[src/rtl/multiplicador_pkg.sv]
// Shared definitions for the multiplier arbiter: FSM encoding and default sizes.
// Latency: n/a (types and constants only).
// Backpressure: n/a.
package multiplicador_pkg;

    localparam int WIDTH_DEF   = 16;   // operand width, product is twice this
    localparam int TIMEOUT_DEF = 64;   // WAIT cycles before the watchdog aborts

    typedef enum logic [1:0] {
        ST_IDLE  = 2'd0,
        ST_ISSUE = 2'd1,
        ST_WAIT  = 2'd2,
        ST_RESP  = 2'd3
    } state_t;

endpackage

[src/rtl/rr_arbiter2.sv]
// Two-way round-robin grant: favours the requester that was not granted last.
// Latency: grant is combinational; pointer updates on the clock after i_upd.
// Backpressure: none; caller decides when a grant is consumed.
//
// Ports: i_clock/i_rst (async active-low), i_req[1:0] request vector,
//        i_upd pulse + i_owner to record the last served requester,
//        o_grant[1:0] one-hot grant (zero when nobody requests).
module rr_arbiter2 (
    input  logic       i_clock,
    input  logic       i_rst,
    input  logic [1:0] i_req,
    input  logic       i_upd,
    input  logic       i_owner,
    output logic [1:0] o_grant
);

    logic r_last;

    // Pointer resets to 1 so requester 0 wins the first contested grant.
    always_ff @(posedge i_clock or negedge i_rst) begin
        if (!i_rst) begin
            r_last <= 1'b1;
        end else if (i_upd) begin
            r_last <= i_owner;
        end
    end

    always_comb begin
        o_grant = 2'b00;
        if (i_req[0] && i_req[1]) begin
            o_grant = r_last ? 2'b01 : 2'b10;
        end else if (i_req[0]) begin
            o_grant = 2'b01;
        end else if (i_req[1]) begin
            o_grant = 2'b10;
        end
    end

endmodule

[src/rtl/multiplicador_arbitro.sv]
// Shares one sequential multiplier between two requesters, round-robin, with a watchdog.
// Latency: ack same cycle as accept, mul_start +1, res_valid the cycle after mul_Done.
// Backpressure: result held in RESP until the owner's res_ready; new requests wait.
//
// Ports: i_clock, i_rst (async active-low);
//        per requester N: i_reqN, i_aN, i_bN, o_ackN, o_res_validN, i_res_readyN;
//        shared: o_res (product), o_err (watchdog abort), o_busy;
//        multiplier side: o_mul_start, o_mul_multiplicador2, o_mul_multiplicando,
//        i_mul_produto, i_mul_Idle, i_mul_Done.
module multiplicador_arbitro
    import multiplicador_pkg::*;
#(
    parameter int WIDTH   = WIDTH_DEF,
    parameter int TIMEOUT = TIMEOUT_DEF
) (
    input  logic               i_clock,
    input  logic               i_rst,
    input  logic               i_req0,
    input  logic [WIDTH-1:0]   i_a0,
    input  logic [WIDTH-1:0]   i_b0,
    output logic               o_ack0,
    output logic               o_res_valid0,
    input  logic               i_res_ready0,
    input  logic               i_req1,
    input  logic [WIDTH-1:0]   i_a1,
    input  logic [WIDTH-1:0]   i_b1,
    output logic               o_ack1,
    output logic               o_res_valid1,
    input  logic               i_res_ready1,
    output logic [2*WIDTH-1:0] o_res,
    output logic               o_err,
    output logic               o_busy,
    output logic               o_mul_start,
    output logic [WIDTH-1:0]   o_mul_multiplicador2,
    output logic [WIDTH-1:0]   o_mul_multiplicando,
    input  logic [2*WIDTH-1:0] i_mul_produto,
    input  logic               i_mul_Idle,
    input  logic               i_mul_Done
);

    localparam int CW = $clog2(TIMEOUT + 1);

    state_t             r_state, w_state_nxt;
    logic               r_owner;
    logic [WIDTH-1:0]   r_a, r_b;
    logic [2*WIDTH-1:0] r_res;
    logic               r_err;
    logic [CW-1:0]      r_cnt;

    logic [1:0] w_grant;
    logic       w_win;
    logic       w_accept;
    logic       w_owner_rdy;
    logic       w_xfer;
    logic       w_timeout;

    rr_arbiter2 u_arb (
        .i_clock (i_clock),
        .i_rst   (i_rst),
        .i_req   ({i_req1, i_req0}),
        .i_upd   (w_xfer),
        .i_owner (r_owner),
        .o_grant (w_grant)
    );

    assign w_win       = w_grant[1];
    assign w_accept    = (r_state == ST_IDLE) && i_mul_Idle && (w_grant != 2'b00);
    assign w_owner_rdy = r_owner ? i_res_ready1 : i_res_ready0;
    assign w_xfer      = (r_state == ST_RESP) && w_owner_rdy;
    // Counter holds the number of WAIT cycles already spent; this is the last allowed one.
    assign w_timeout   = (r_cnt == CW'(TIMEOUT - 1));

    always_ff @(posedge i_clock or negedge i_rst) begin
        if (!i_rst) begin
            r_state <= ST_IDLE;
        end else begin
            r_state <= w_state_nxt;
        end
    end

    // Next state and handshake outputs. The acks are combinational on the
    // request, so they are also gated by reset to stay low while it is asserted.
    always_comb begin
        w_state_nxt  = r_state;
        o_ack0       = 1'b0;
        o_ack1       = 1'b0;
        o_mul_start  = 1'b0;
        o_res_valid0 = 1'b0;
        o_res_valid1 = 1'b0;
        case (r_state)
            ST_IDLE: begin
                if (w_accept) begin
                    w_state_nxt = ST_ISSUE;
                    o_ack0      = i_rst && !w_win;
                    o_ack1      = i_rst && w_win;
                end
            end
            ST_ISSUE: begin
                o_mul_start = 1'b1;
                w_state_nxt = ST_WAIT;
            end
            ST_WAIT: begin
                if (i_mul_Done || w_timeout) begin
                    w_state_nxt = ST_RESP;
                end
            end
            ST_RESP: begin
                o_res_valid0 = !r_owner;
                o_res_valid1 = r_owner;
                if (w_xfer) begin
                    w_state_nxt = ST_IDLE;
                end
            end
            default: w_state_nxt = ST_IDLE;
        endcase
    end

    always_ff @(posedge i_clock or negedge i_rst) begin
        if (!i_rst) begin
            r_owner <= 1'b0;
            r_a     <= '0;
            r_b     <= '0;
            r_res   <= '0;
            r_err   <= 1'b0;
            r_cnt   <= '0;
        end else begin
            case (r_state)
                ST_IDLE: begin
                    if (w_accept) begin
                        r_owner <= w_win;
                        r_a     <= w_win ? i_a1 : i_a0;
                        r_b     <= w_win ? i_b1 : i_b0;
                    end
                end
                ST_ISSUE: begin
                    r_cnt <= '0;
                end
                ST_WAIT: begin
                    // A Done arriving on the timeout cycle still delivers the product.
                    if (i_mul_Done) begin
                        r_res <= i_mul_produto;
                        r_err <= 1'b0;
                    end else if (w_timeout) begin
                        r_res <= '0;
                        r_err <= 1'b1;
                    end else begin
                        r_cnt <= r_cnt + CW'(1);
                    end
                end
                default: ;
            endcase
        end
    end

    assign o_res                = r_res;
    assign o_err                = r_err;
    assign o_busy               = (r_state != ST_IDLE);
    assign o_mul_multiplicador2 = r_a;
    assign o_mul_multiplicando  = r_b;

endmodule

[config.mk]
export PLATFORM = sky130hd
export DESIGN_NAME = multiplicador_arbitro
export DESIGN_NICKNAME = d
export VERILOG_FILES = /design/src/rtl/multiplicador_pkg.sv /design/src/rtl/rr_arbiter2.sv /design/src/rtl/multiplicador_arbitro.sv
export SDC_FILE = /design/constraint.sdc
export NUM_CORES = 1
export LEC_CHECK = 0
export ABC_AREA = 1
export CAP_MARGIN = 20
export CORE_MARGIN = 2
export CORE_UTILIZATION = 36
export DETAILED_ROUTE_END_ITERATION = 8
export PLACE_DENSITY = 0.77
export SLEW_MARGIN = 10
export SYNTH_ARGS = -nofsm -noshare
export SYNTH_HDL_FRONTEND = slang
export SYNTH_SLANG_ARGS = --single-unit
[constraint.sdc]
create_clock -name i_clock -period 1.6 [get_ports i_clock]
set_input_delay 0.48 -clock i_clock [delete_from_list [all_inputs] [get_ports i_clock]]
set_output_delay 0.48 -clock i_clock [all_outputs]
set_load 0.1 [all_outputs]
-- Word level (Yosys, flattened, before mapping)
Cells that the tools add are included.
- memories: 0
- RAM bits: 0
- register bits: 76
- word-level logic and storage cells: 61
- latch bits: 0
- bits of input ports: 104
- bits in read-only memories: 0
- shift operators: 0
- $mul: 0
- reduce and logical (&&, ||, !) cells: 18
- eq/ne operators: 9
- $add $sub $neg: 1
- $lt $le $gt $ge: 0
- muxes and demuxes: 25
- divide/modulo/power cells: 0
- bitwise gates (word level): 0
- operator list (cell ; count):
    32-bit two-way mux ; 2
    16-bit two-way mux ; 2
    2-bit two-way mux ; 7
    7-bit two-way mux ; 2
    7-bit case mux with 2 select lines ; 1
    1-bit two-way mux ; 10
    2-bit != test, second input constant ; 4
    2-bit case mux with 4 select lines ; 1
    2-bit nonzero test ; 4
    7-bit by 1-bit adder with 7-bit output, second input constant ; 1
    7-bit by 6-bit equality test with 1-bit output, second input constant ; 1
    1-bit logical AND ; 6
    3-bit AND reduction ; 2
    2-bit equality test, second input constant ; 2
    2-bit AND reduction ; 2
    2-bit by 1-bit equality test with 1-bit output, second input constant ; 1
    1-bit zero test ; 2
    2-bit zero test ; 1
    2-bit by 1-bit != test with 1-bit output, second input constant ; 1
    1-bit logical OR ; 1

-- Depth between registers and ports, before layout
Gate-level depths: netlist (run 1).
- word-level depth: 7
- gate-level depth with buffers: 9

-- Hierarchy
From an unflattened synthesis (run 1), not the netlist that was laid out.
- cells, all modules: 429
- area total of the unflattened synthesis: 3475.8 µm²
- modules (own cells, without submodules) (module ; times used ; sequential area each (µm²) ; cells an instance ; area an instance (µm²)):
    multiplicador_arbitro ; 1 ; 1876.8 ; 419 ; 3413.3
    rr_arbiter2 ; 1 ; 26.3 ; 10 ; 62.6

-- Worst setup path after synthesis (run 1)
Ideal clock, no wire load.
- path kind: flip-flop to output port
- start point: reg r_state[0]
- end point: out o_ack0
- data arrival time: 3.113 ns
- stages on the path, launching flop included: 8
- buffers on the path: 1
- path slack: -1.993 ns
- path through: dfrtp_1 > inv_1 > ha_1 > nand2_1 > inv_1 > nand2_2 > clkbuf_1 > nor3_1
- longest elaborated chain between the ends: 5
- RTL lines (item ; line ; RTL):
    start: declaration ; multiplicador_arbitro.sv:43 ; state_t r_state, w_state_nxt;
    start signal: assignment ; multiplicador_arbitro.sv:77 ; r_state <= w_state_nxt;
    2-bit zero test * ; multiplicador_arbitro.sv:67, multiplicador_arbitro.sv:90 ;
    1-bit logical AND (2 in a row) ; multiplicador_arbitro.sv:67 ; assign w_accept = (r_state == ST_IDLE) && i_mul_Idle && (w_grant != 2'b00);
    1-bit two-way mux ; multiplicador_arbitro.sv:92 ; if (w_accept) begin
    1-bit two-way mux * ; multiplicador_arbitro.sv:90 ; case (r_state)
    end: declaration ; multiplicador_arbitro.sv:21 ; output logic o_ack0,
Mark *: on every way between the ends. The rest lies on a longest branch, timed or not.

-- Final worst setup path (run 1)
- start point: reg r_state[1]
- end point: out o_ack1
- longest elaborated chain between the ends: 5
- RTL lines (item ; line ; RTL):
    2-bit zero test * ; multiplicador_arbitro.sv:67, multiplicador_arbitro.sv:90 ;
    1-bit logical AND (2 in a row) ; multiplicador_arbitro.sv:67 ;
    1-bit two-way mux ; multiplicador_arbitro.sv:92 ;
    1-bit two-way mux * ; multiplicador_arbitro.sv:90 ;
    end: declaration ; multiplicador_arbitro.sv:27 ; output logic o_ack1,
Marked as above.

==> parameters.txt, run 1 <==
Parameter                              Value

Drt
  Number of vias in the routed layout    3516
  Number of vias per cell after detailed routing    4.70
  Post-detailed-route wirelength per cell    14.3 µm
  Remaining design rule violation count    0
  Starting DRC count in detailed routing    81
  Routed Wire Length    10700 µm
  Post-detailed-route count of antenna-violating nets    0
  TritonRoute pass-1 iters    4

STA
  Remaining max-slew budget at the tightest pin    0.619
  Slew of the pin with the lowest slew margin    0.571 ns
  Post-route clock period utilization    1.26
  Worst path setup slack after routing    -0.409 ns
  Final hold vios    0
  Worst hold slack    0.302 ns
  Setup TNS    -1.99 ns
  Min Clock Period, post-route    2.01 ns
  Unrepaired setup endpoints after global routing    yes
  FMAX    498 MHz
  Setup violations, final    8
  Worst Skew    0.0134 ns
  Final count of pins violating max slew    0

Synthesis
  Register bit count reported by yosys    76
  Syn. warnings    0
  Unique masters post-synth    23
  Library cell occupying the most area in the post-synthesis netlist    dfrtp_1
  Sequential-to-total area share from yosys stat    0.555
  Cell count after synthesis    414
  Most instantiated flip-flop cell in the synthesis netlist    dfrtp_1
  Syn_area_per_cell    8.28 µm²
  Proportion of register bits with asynchronous set or reset after synthesis    1.00
  Total standard cell area after synthesis    3430 µm²
  Syn nets    524
  Most area-consuming cells after synthesis    dfrtp_1, nand2_1, o21ai_0
  Post-synth EDFFs    0
  Yosys top cell area share    0.548

Worst hold path
  Kind of path behind the tightest hold check    in2async

Clock tree
  H-tree depth    3
  Sinks on Clock Net    76
  Hold-fix buffers at CTS    0
  TritonCTS clock tree    done
  Later-pin clock latency in the skew report    0.34 ns
  Clock buffer count from CTS    9
  Master cell of the clock root buffer    clkbuf_8
  Number of buffers on the longest clock path    2
  Reg clk slew, reported paths    0.09 ns

Cells and area
  Area growth syn-to-layout    94.3%
  Cell area after layout    6660 µm²
  Share of layout cells above drive strength 1    0.257
  Number of fill cells in the layout    631
  Layout Nets    724
  Final standard cell utilization of the core    0.721
  Number of antenna repair diodes    0

Die
  Overall die area    10300 µm²
  Effective utilization at floorplan    0.371
  # rows    35
  Ports    175
  Die span in y    102 µm
  Die extent in x    102 µm
  Core outline area    9240 µm²

Global route
  Number of antenna violations at the first check in global routing    0
  Global routing usage summed across all routing layers    0.201
  First-pass GRT wire length    16500 µm
  Maximum number of pins on one net before global-route repair    45
  Number of global-route vias before repair    3531
  Final global-route overflow total    0

Setup path
  Crit Reg-Reg Startpoint    r_state[1]
  Kind of start point of the critical path    flip-flop
  Worst reg2reg endpoint    r_state[0]
  Crit Path Category    reg2out
  Critical Path Sink    o_ack1
  Startpoint of the most critical setup path    r_state[1]
  Arrival time of data at the critical path endpoint    1.53 ns
  Critical Path Sink Type    primary output
  CP Max Fanout    3
  Critical path data required time    1.12 ns
  Depth of the worst register-to-register path    10
  Register-to-register setup slack    -0.03 ns

Job
  Max_cap viols    0

Placed design
  PortBufs    174
  Detail Placement HPWL    7690 µm
  Final estimated routing congestion in global placement    0.819
  Placement-stage cell area    6170 µm²

Outcome
  Outcome    finished with violations
  Failing checks    setup timing
## cell usage in the layout (no fill, tap or decap), drive strengths merged
| master | n |
|---|---|
| clkinv | 1 |
| dlygate4sd2 | 3 |
| nand4 | 2 |
| o211ai | 1 |
| o21ai | 71 |
| nor3 | 1 |
| clkdlybuf4s50 | 99 |
| dfstp | 1 |
| or2 | 1 |
| bufinv | 2 |
| buf | 102 |
| xor2 | 1 |
| inv | 18 |
| clkbuf | 15 |
| nor2 | 40 |
| a21oi | 1 |
| nand2 | 164 |
| clkinvlp | 2 |
| nor3b | 1 |
| nand3 | 12 |
| ha | 6 |
| dfrtp | 75 |
## per-stage QoR
| step | cells | setup slack (ns) |
|---|---|---|
| 2_1_floorplan | 414 | -0.645 |
| 3_3_place_gp | 719 | -0.503 |
| 3_5_place_dp | 719 | -0.530 |
| 4_1_cts | 742 | -0.409 |
| 5_1_grt | 748 | -0.475 |
| 6_report | 748 | -0.409 |
## kinds of logic (layout without fill, tap and decap cells)
logic type / count (synthesis) / after routing / synth area share
compound gates: 73 / 73 / 0.108
xor+xnor: 1 / 1 / 0.00256
fa+ha+maj: 6 / 6 / 0.0219
buf+inv: 38 / 242 / 0.0540
flops: 76 / 76 / 0.555
simple gates: 220 / 221 / 0.258
## area by class of cell
class	count	area, µm²	share of cell area
clock inverters	4	72.6	0.0109
flip-flops and latches	76	1900	0.286
repair buffers	207	2800	0.421
inverters	19	87.6	0.0132
multi-input cells	301	1490	0.223
well taps	129	161	0.0242
clock buffers	12	145	0.0218
## cells in the mapped netlist, types with 2 or more instances
master    count
clkbuf_1      5
nand2_1     154
nand2_2       8
nand3_1      12
dfrtp_1      75
nand4_1       2
inv_1        18
nor2_1       39
o21ai_1      29
o21ai_0      42
buf_6         4
ha_1          6
buf_2        10
## worst max-delay path: stages (launching register included)
cell and delay [ns]:
dfrtp_1 0.41, inv_2 0.08, ha_4 0.14, nand2_2 0.05
inv_2 0.06, nand2_4 0.07, inv_4 0.07, nand2_4 0.05
nor2_4 0.09, buf_12 0.18
## worst min path at each step
stage	start	end	slack, ns
final	i_rst	r_cnt[2]	0.30
after global placement	r_cnt[0]	r_cnt[0]	0.49
after CTS	i_rst	r_cnt[2]	0.30
after global routing	i_rst	r_cnt[2]	0.32
after detailed placement	r_cnt[0]	r_cnt[0]	0.51
after floorplan	i_rst	o_err	0.18
## sequential cells by signal, summed over array words and instances, names as in the netlist
register and cells:
o_err 1, o_mul_multiplicador2 16, o_mul_multiplicando 16, o_res 32
r_cnt 7, r_owner 1, r_state 2, u_arb.r_last 1
## what timing repair did
item / CTS / global route
setup buffers: 8 / 5
cloned: 1 / 3
pin swaps: 9 / 3
gates resized for setup: 23 / 26
endpoints found under the setup margin: 40 / 67
## routing by layer
metal	routed length, µm	global-route usage	up-vias
li1	-	-	1714
met3	1020	0.0607	15
met5	0	0	-
met4	136	0.0613	0
met2	5350	0.343	156
met1	4190	0.245	1631
Power of run 1 is not shown: default switching activity piles up to over one toggle a cycle in this logic, so the estimate is an artifact.
==> inputs of run 2 (changes only) <==
- CORE_MARGIN: 2 -> 4
- PLACE_DENSITY: 0.77 -> 0.83
==> run 2 against run 1 <==
  * The flow still finishes with violations (setup timing)
  * First-iteration DRC count increased by 110%
  * Sequential cell count is the same
  * Critical path type unchanged
  * Final cell count rose by 0.27%
==> parameters.txt, run 2 (synthesized netlist as in run 1, its figures left out) <==
Parameter                              Value

Global route
  Number of antenna violations at the first check in global routing    0
  Number of global-route vias before repair    3716
  First-pass GRT wire length    18000 µm
  Maximum number of pins on one net before global-route repair    77
  Global routing usage summed across all routing layers    0.202
  Final global-route overflow total    0

Setup path
  CP Max Fanout    3
  Crit Path Category    reg2out
  Startpoint of the most critical setup path    r_state[1]
  Critical Path Sink    o_ack1
  Critical Path Max Stage Delay    0.40 ns
  Slowest stage cell on the critical path    dfrtp_1
  Crit Reg-Reg Startpoint    r_state[1]
  Buffering stage count on the worst path with inverters included    4
  Critical Path Sink Type    primary output
  Instance count on the critical path    9
  Worst reg2reg endpoint    o_mul_multiplicando[0]
  Kind of start point of the critical path    flip-flop
  Arrival time of data at the critical path endpoint    1.57 ns
  Register-to-register setup slack    -0.03 ns
  Depth of the worst register-to-register path    9
  Critical path data required time    1.12 ns
  Critical Path, Cell by Cell    inv_2 -> ha_4 -> nand2_2 -> inv_2 -> nand2_4 -> inv_4 -> nand2_4 -> nor2_4 -> buf_12
  Worst path top cell family by delay    flip-flops

Cells and area
  Layout Nets    726
  Number of flip-flops in the largest register    32
  Share of layout cells above drive strength 1    0.258
  Most common cell after layout, fill and taps aside    nand2_1
  Number of antenna repair diodes    0
  Area growth syn-to-layout    93.7%
  Leading cell types in the layout, fill and taps excluded    nand2_1, clkdlybuf4s50_1, dfrtp_1, buf_12, o21ai_0

Clock tree
  Clock buffer count from CTS    9
  Master cell of the clock root buffer    clkbuf_8
  Later-pin clock latency in the skew report    0.35 ns
  Hold-fix buffers at CTS    0
  H-tree depth    3
  TritonCTS clock tree    done
  Number of buffers on the longest clock path    2
  Sinks on Clock Net    76
  Reg clk slew, reported paths    0.08 ns

Die
  Effective utilization at floorplan    0.371
  Core outline area    9240 µm²
  Die span in y    106 µm
  Ports    175
  # rows    35
  Overall die area    11100 µm²
  Die extent in x    106 µm

STA
  Unrepaired setup endpoints after global routing    yes
  Min Clock Period, post-route    2.05 ns
  FMAX    488 MHz
  Post-route clock period utilization    1.28
  Final hold vios    0
  Remaining max-slew budget at the tightest pin    0.360
  Setup violations, final    8
  Final count of pins violating max slew    0
  Worst Skew    0.0111 ns
  Slew of the pin with the lowest slew margin    0.961 ns
  Worst path setup slack after routing    -0.448 ns

Outcome
  Failing checks    setup timing
  Outcome    finished with violations

Drt
  TritonRoute pass-1 iters    4
  Remaining design rule violation count    0
  Post-detailed-route count of antenna-violating nets    0
  Post-detailed-route wirelength per cell    15.6 µm
  Routed Wire Length    11700 µm
  Starting DRC count in detailed routing    169
  Number of vias per cell after detailed routing    4.89
  Number of vias in the routed layout    3665

Placed design
  Detail Placement HPWL    8520 µm
  Final estimated routing congestion in global placement    0.836
  PortBufs    174
  Worst slack after detailed placement    -0.546 ns

Worst hold path
  Kind of path behind the tightest hold check    in2async

Job
  Max_cap viols    0
run 2: cell count changes in the layout (fill, tap and decap cells not counted), sizes merged:
cell           before  now
buf               102  105
clkbuf             15   12
clkdlybuf4s50      99  100
clkinv              1    2
clkinvlp            2    3
dlygate4sd2         3    2
run 2: final cells by class:
type	instances	area, µm²
timing repair buffer	209	2810
clock inverter	6	88.8
clock buffer	10	128
multi-input combinational	301	1470
tap	129	161
sequential	76	1900
fill	622	2600
inverter	19	82.6
run 2: worst min-delay path by stage:
stage / startpoint / to / slack (ns) / cells past startpoint
6_report: i_rst / r_cnt[2] / 0.43 / 2
5_1_grt: i_rst / o_res[17] / 0.50 / 2
4_1_cts: i_rst / o_mul_multiplicador2[13] / 0.44 / 2
3_5_place_dp: r_cnt[0] / r_cnt[0] / 0.52 / 1
3_3_place_gp: r_cnt[0] / r_cnt[0] / 0.50 / 1
2_1_floorplan: i_rst / o_err / 0.18 / 0
run 2: metal layers:
layer  GRT usage  vias to the layer above  wire length, µm
li1            -                     1717                -
met1       0.220                     1770             4460
met2       0.363                      158             5990
met3      0.0723                       20             1020
met4      0.0657                        0              239
met5           0                        -                0
run 2: stage by stage:
stage                     hold WS, ns  utilization  cells  area [µm²]  setup TNS (ns)
final                           0.427        0.718    750        6640           -1.77
after global routing            0.503        0.718    750        6640           -3.66
after CTS                       0.437        0.700    741        6470           -1.80
after detailed placement        0.517        0.668    719        6170          -14.11
after global placement          0.497        0.668    719        6170          -10.29
after floorplan                 0.184            -    414        3500           -3.67
run 2: worst register-to-register path, delay by kind of cell (launching register included):
family,cells,cell delay [ns]
AOI/OAI and AO/OA,2,0.39
adders and majority gates,1,0.15
buffers and inverters,4,0.51
DFF,1,0.40
and+or+nand+nor,2,0.11
run 2: what timing repair did:
| action | in CTS | in global routing |
|---|---|---|
| pin swaps | 7 | 7 |
| gates cloned | 1 | 2 |
| setup buffers | 7 | 8 |
| gates resized for setup | 15 | 18 |
| setup endpoints to repair | 13 | 77 |
Power of run 2 is left out for the same reason.
==> inputs of run 3 (changes only) <==
- PLACE_DENSITY: 0.83 -> 0.82
- SYNTH_HIERARCHICAL: default -> 1
==> run 3 against run 2 <==
  * The run still ends with setup timing left
  * Routed wire length fell by 1.4%
  * Worst hold slack got worse by 0.044 ns
  * Critical path depth down 2
  * First-iteration DRC count down 1.2%
  * Fmax shrank 3.6%
  * Die area is 1.3% higher
  * Highest routed layer unchanged
  * Final cell count up 1.3%
  * Non-clock buffer count decreased by 2
  * Design area up 0.94%
  * Sequential share of layout area shrank 0.27 points
  * Synthesized area is 1.4% higher
==> parameters.txt, run 3 <==
Parameter                              Value

STA
  Final count of pins violating max slew    0
  Setup violations, final    23
  Slew of the pin with the lowest slew margin    0.953 ns
  Worst Skew    0.00904 ns
  Remaining max-slew budget at the tightest pin    0.365
  Unrepaired setup endpoints after global routing    yes
  Worst hold slack    0.383 ns
  FMAX    471 MHz
  Worst path setup slack after routing    -0.524 ns
  Final hold vios    0
  Min Clock Period, post-route    2.12 ns
  Post-route clock period utilization    1.33

Setup path
  CP Max Fanout    3
  Crit Reg-Reg Startpoint    u_arb/r_last
  Arrival time of data at the critical path endpoint    1.64 ns
  Register-to-register setup slack    -0.08 ns
  Critical Path Sink Type    primary output
  Depth of the worst register-to-register path    10
  Critical path data required time    1.12 ns
  Worst reg2reg endpoint    o_mul_multiplicando[1]
  Kind of start point of the critical path    flip-flop
  Crit Path Category    reg2out

Global route
  Global route hottest layer    met2
  Maximum number of pins on one net before global-route repair    77
  Number of antenna violations at the first check in global routing    0
  First-pass GRT wire length    18300 µm
  Met2 Resource Use GR    0.374
  Met1 layer usage reported by global route    0.213
  Global routing usage summed across all routing layers    0.203
  Number of global-route vias before repair    3881
  Met3 Resource Use GR    0.0674
  Final global-route overflow total    0

Die
  Effective utilization at floorplan    0.373
  # rows    35
  Die span in y    106 µm
  Ports    175
  Die extent in x    106 µm
  Core outline area    9330 µm²
  Overall die area    11300 µm²

Cells and area
  Number of flip-flops in the largest register    32
  Leading cell types in the layout, fill and taps excluded    nand2_1, clkdlybuf4s50_1, dfrtp_1
  Share of layout cells above drive strength 1    0.260
  Most common cell after layout, fill and taps aside    nand2_1
  Area growth syn-to-layout    92.8%
  Filler-free cell count of the finished design    760
  Number of antenna repair diodes    0
  Multi-input combinational cell area    1500 µm²
  Number of fill cells in the layout    652
  Layout Nets    737
  Area taken by flip-flops and latches    1900 µm²

Placed design
  Detail Placement HPWL    8560 µm
  # placed instances    735
  Final estimated routing congestion in global placement    0.835
  PortBufs    174

Synthesis
  Most area-consuming cells after synthesis    dfrtp_1, nand2_1, a31oi_1
  Syn nets    539
  Sequential-to-total area share from yosys stat    0.548
  Yosys top cell area share    0.540
  Most instantiated flip-flop cell in the synthesis netlist    dfrtp_1
  Library cell occupying the most area in the post-synthesis netlist    dfrtp_1
  Most repeated cell in the gate-level netlist after synthesis    nand2_1
  Proportion of register bits with asynchronous set or reset after synthesis    1.00
  Syn. warnings    6
  Most numerous cell types in the synthesized netlist    nand2_1, dfrtp_1, nor2_1
  Total standard cell area after synthesis    3480 µm²
  Cell count after synthesis    429
  Post-synth EDFFs    0
  Register bit count reported by yosys    76
  Unique masters post-synth    23
  Syn_area_per_cell    8.10 µm²

Clock tree
  Master cell of the clock root buffer    clkbuf_8
  Later-pin clock latency in the skew report    0.34 ns
  Number of buffers on the longest clock path    2
  Reg clk slew, reported paths    0.08 ns
  Sinks on Clock Net    76
  H-tree depth    3
  Clock buffer count from CTS    9
  Hold-fix buffers at CTS    0
  TritonCTS clock tree    done

Drt
  Number of vias in the routed layout    3707
  Post-detailed-route count of antenna-violating nets    0
  Routed Wire Length    11600 µm
  Remaining design rule violation count    0
  Post-detailed-route wirelength per cell    15.2 µm
  Starting DRC count in detailed routing    167
  TritonRoute pass-1 iters    4
  Number of vias per cell after detailed routing    4.88

Worst hold path
  Kind of path behind the tightest hold check    in2async

Outcome
  Failing checks    setup timing
  Outcome    finished with violations

Job
  Max_cap viols    0
## run 3: cell type report
cell class              instances  area share
clock buffers                  11      0.0226
clock inverters                 4      0.0108
inverters                      22      0.0166
multi-input cells             310       0.223
flip-flops and latches         76       0.284
well taps                     129      0.0241
repair buffers                207       0.417
repair inverters                1     0.00131
## run 3: routing by layer
layer | vias up | share of wire
met2 | 199 | 0.53
met5 | - | 0
met3 | 23 | 0.090
met1 | 1742 | 0.36
li1 | 1743 | -
met4 | 0 | 0.020
## run 3: timing repair
action | in CTS | in global routing
pin swaps | 9 | 7
cloned | 4 | 0
setup buffers | 5 | 6
resized for setup | 33 | 24
setup endpoints to repair | 41 | 79
## run 3: cells by family (layout without fill, tap and decap cells)
family / after synthesis / in the layout / share of synthesized area
simple gates: 263 / 263 / 0.293
compound gates: 41 / 41 / 0.0713
fa+ha+maj: 6 / 6 / 0.0216
flops: 76 / 76 / 0.548
buf+inv: 43 / 245 / 0.0666
## run 3: critical path, cell delays in order, from the launching register on
cell	delay, ns
dfstp_2	0.59
nand3_2	0.10
nand2_2	0.11
inv_2	0.04
nand2_2	0.07
nand2_4	0.06
nor3_4	0.15
buf_12	0.20
## run 3: worst max path at each step
stage | startpoint | slack, ns | to | depth (start not counted)
final | u_arb/r_last | -0.52 | o_ack0 | 7
after global routing | u_arb/r_last | -0.61 | o_ack0 | 7
after CTS | u_arb/r_last | -0.51 | o_ack0 | 7
after detailed placement | i_req1 | -0.74 | o_ack0 | 8
after global placement | i_req1 | -0.71 | o_ack0 | 8
after floorplan | i_req1 | -0.58 | o_ack0 | 7
## run 3: metrics by stage
step	instance area [µm²]	util	setup TNS [ns]	setup WS [ns]
after floorplan	3530	-	-1.29	-0.582
after global placement	6220	0.667	-20.58	-0.705
after detailed placement	6220	0.667	-23.47	-0.736
after CTS	6640	0.712	-2.00	-0.509
after global routing	6700	0.718	-4.77	-0.606
final	6700	0.718	-2.12	-0.524
Power of run 3 is left out for the same reason.
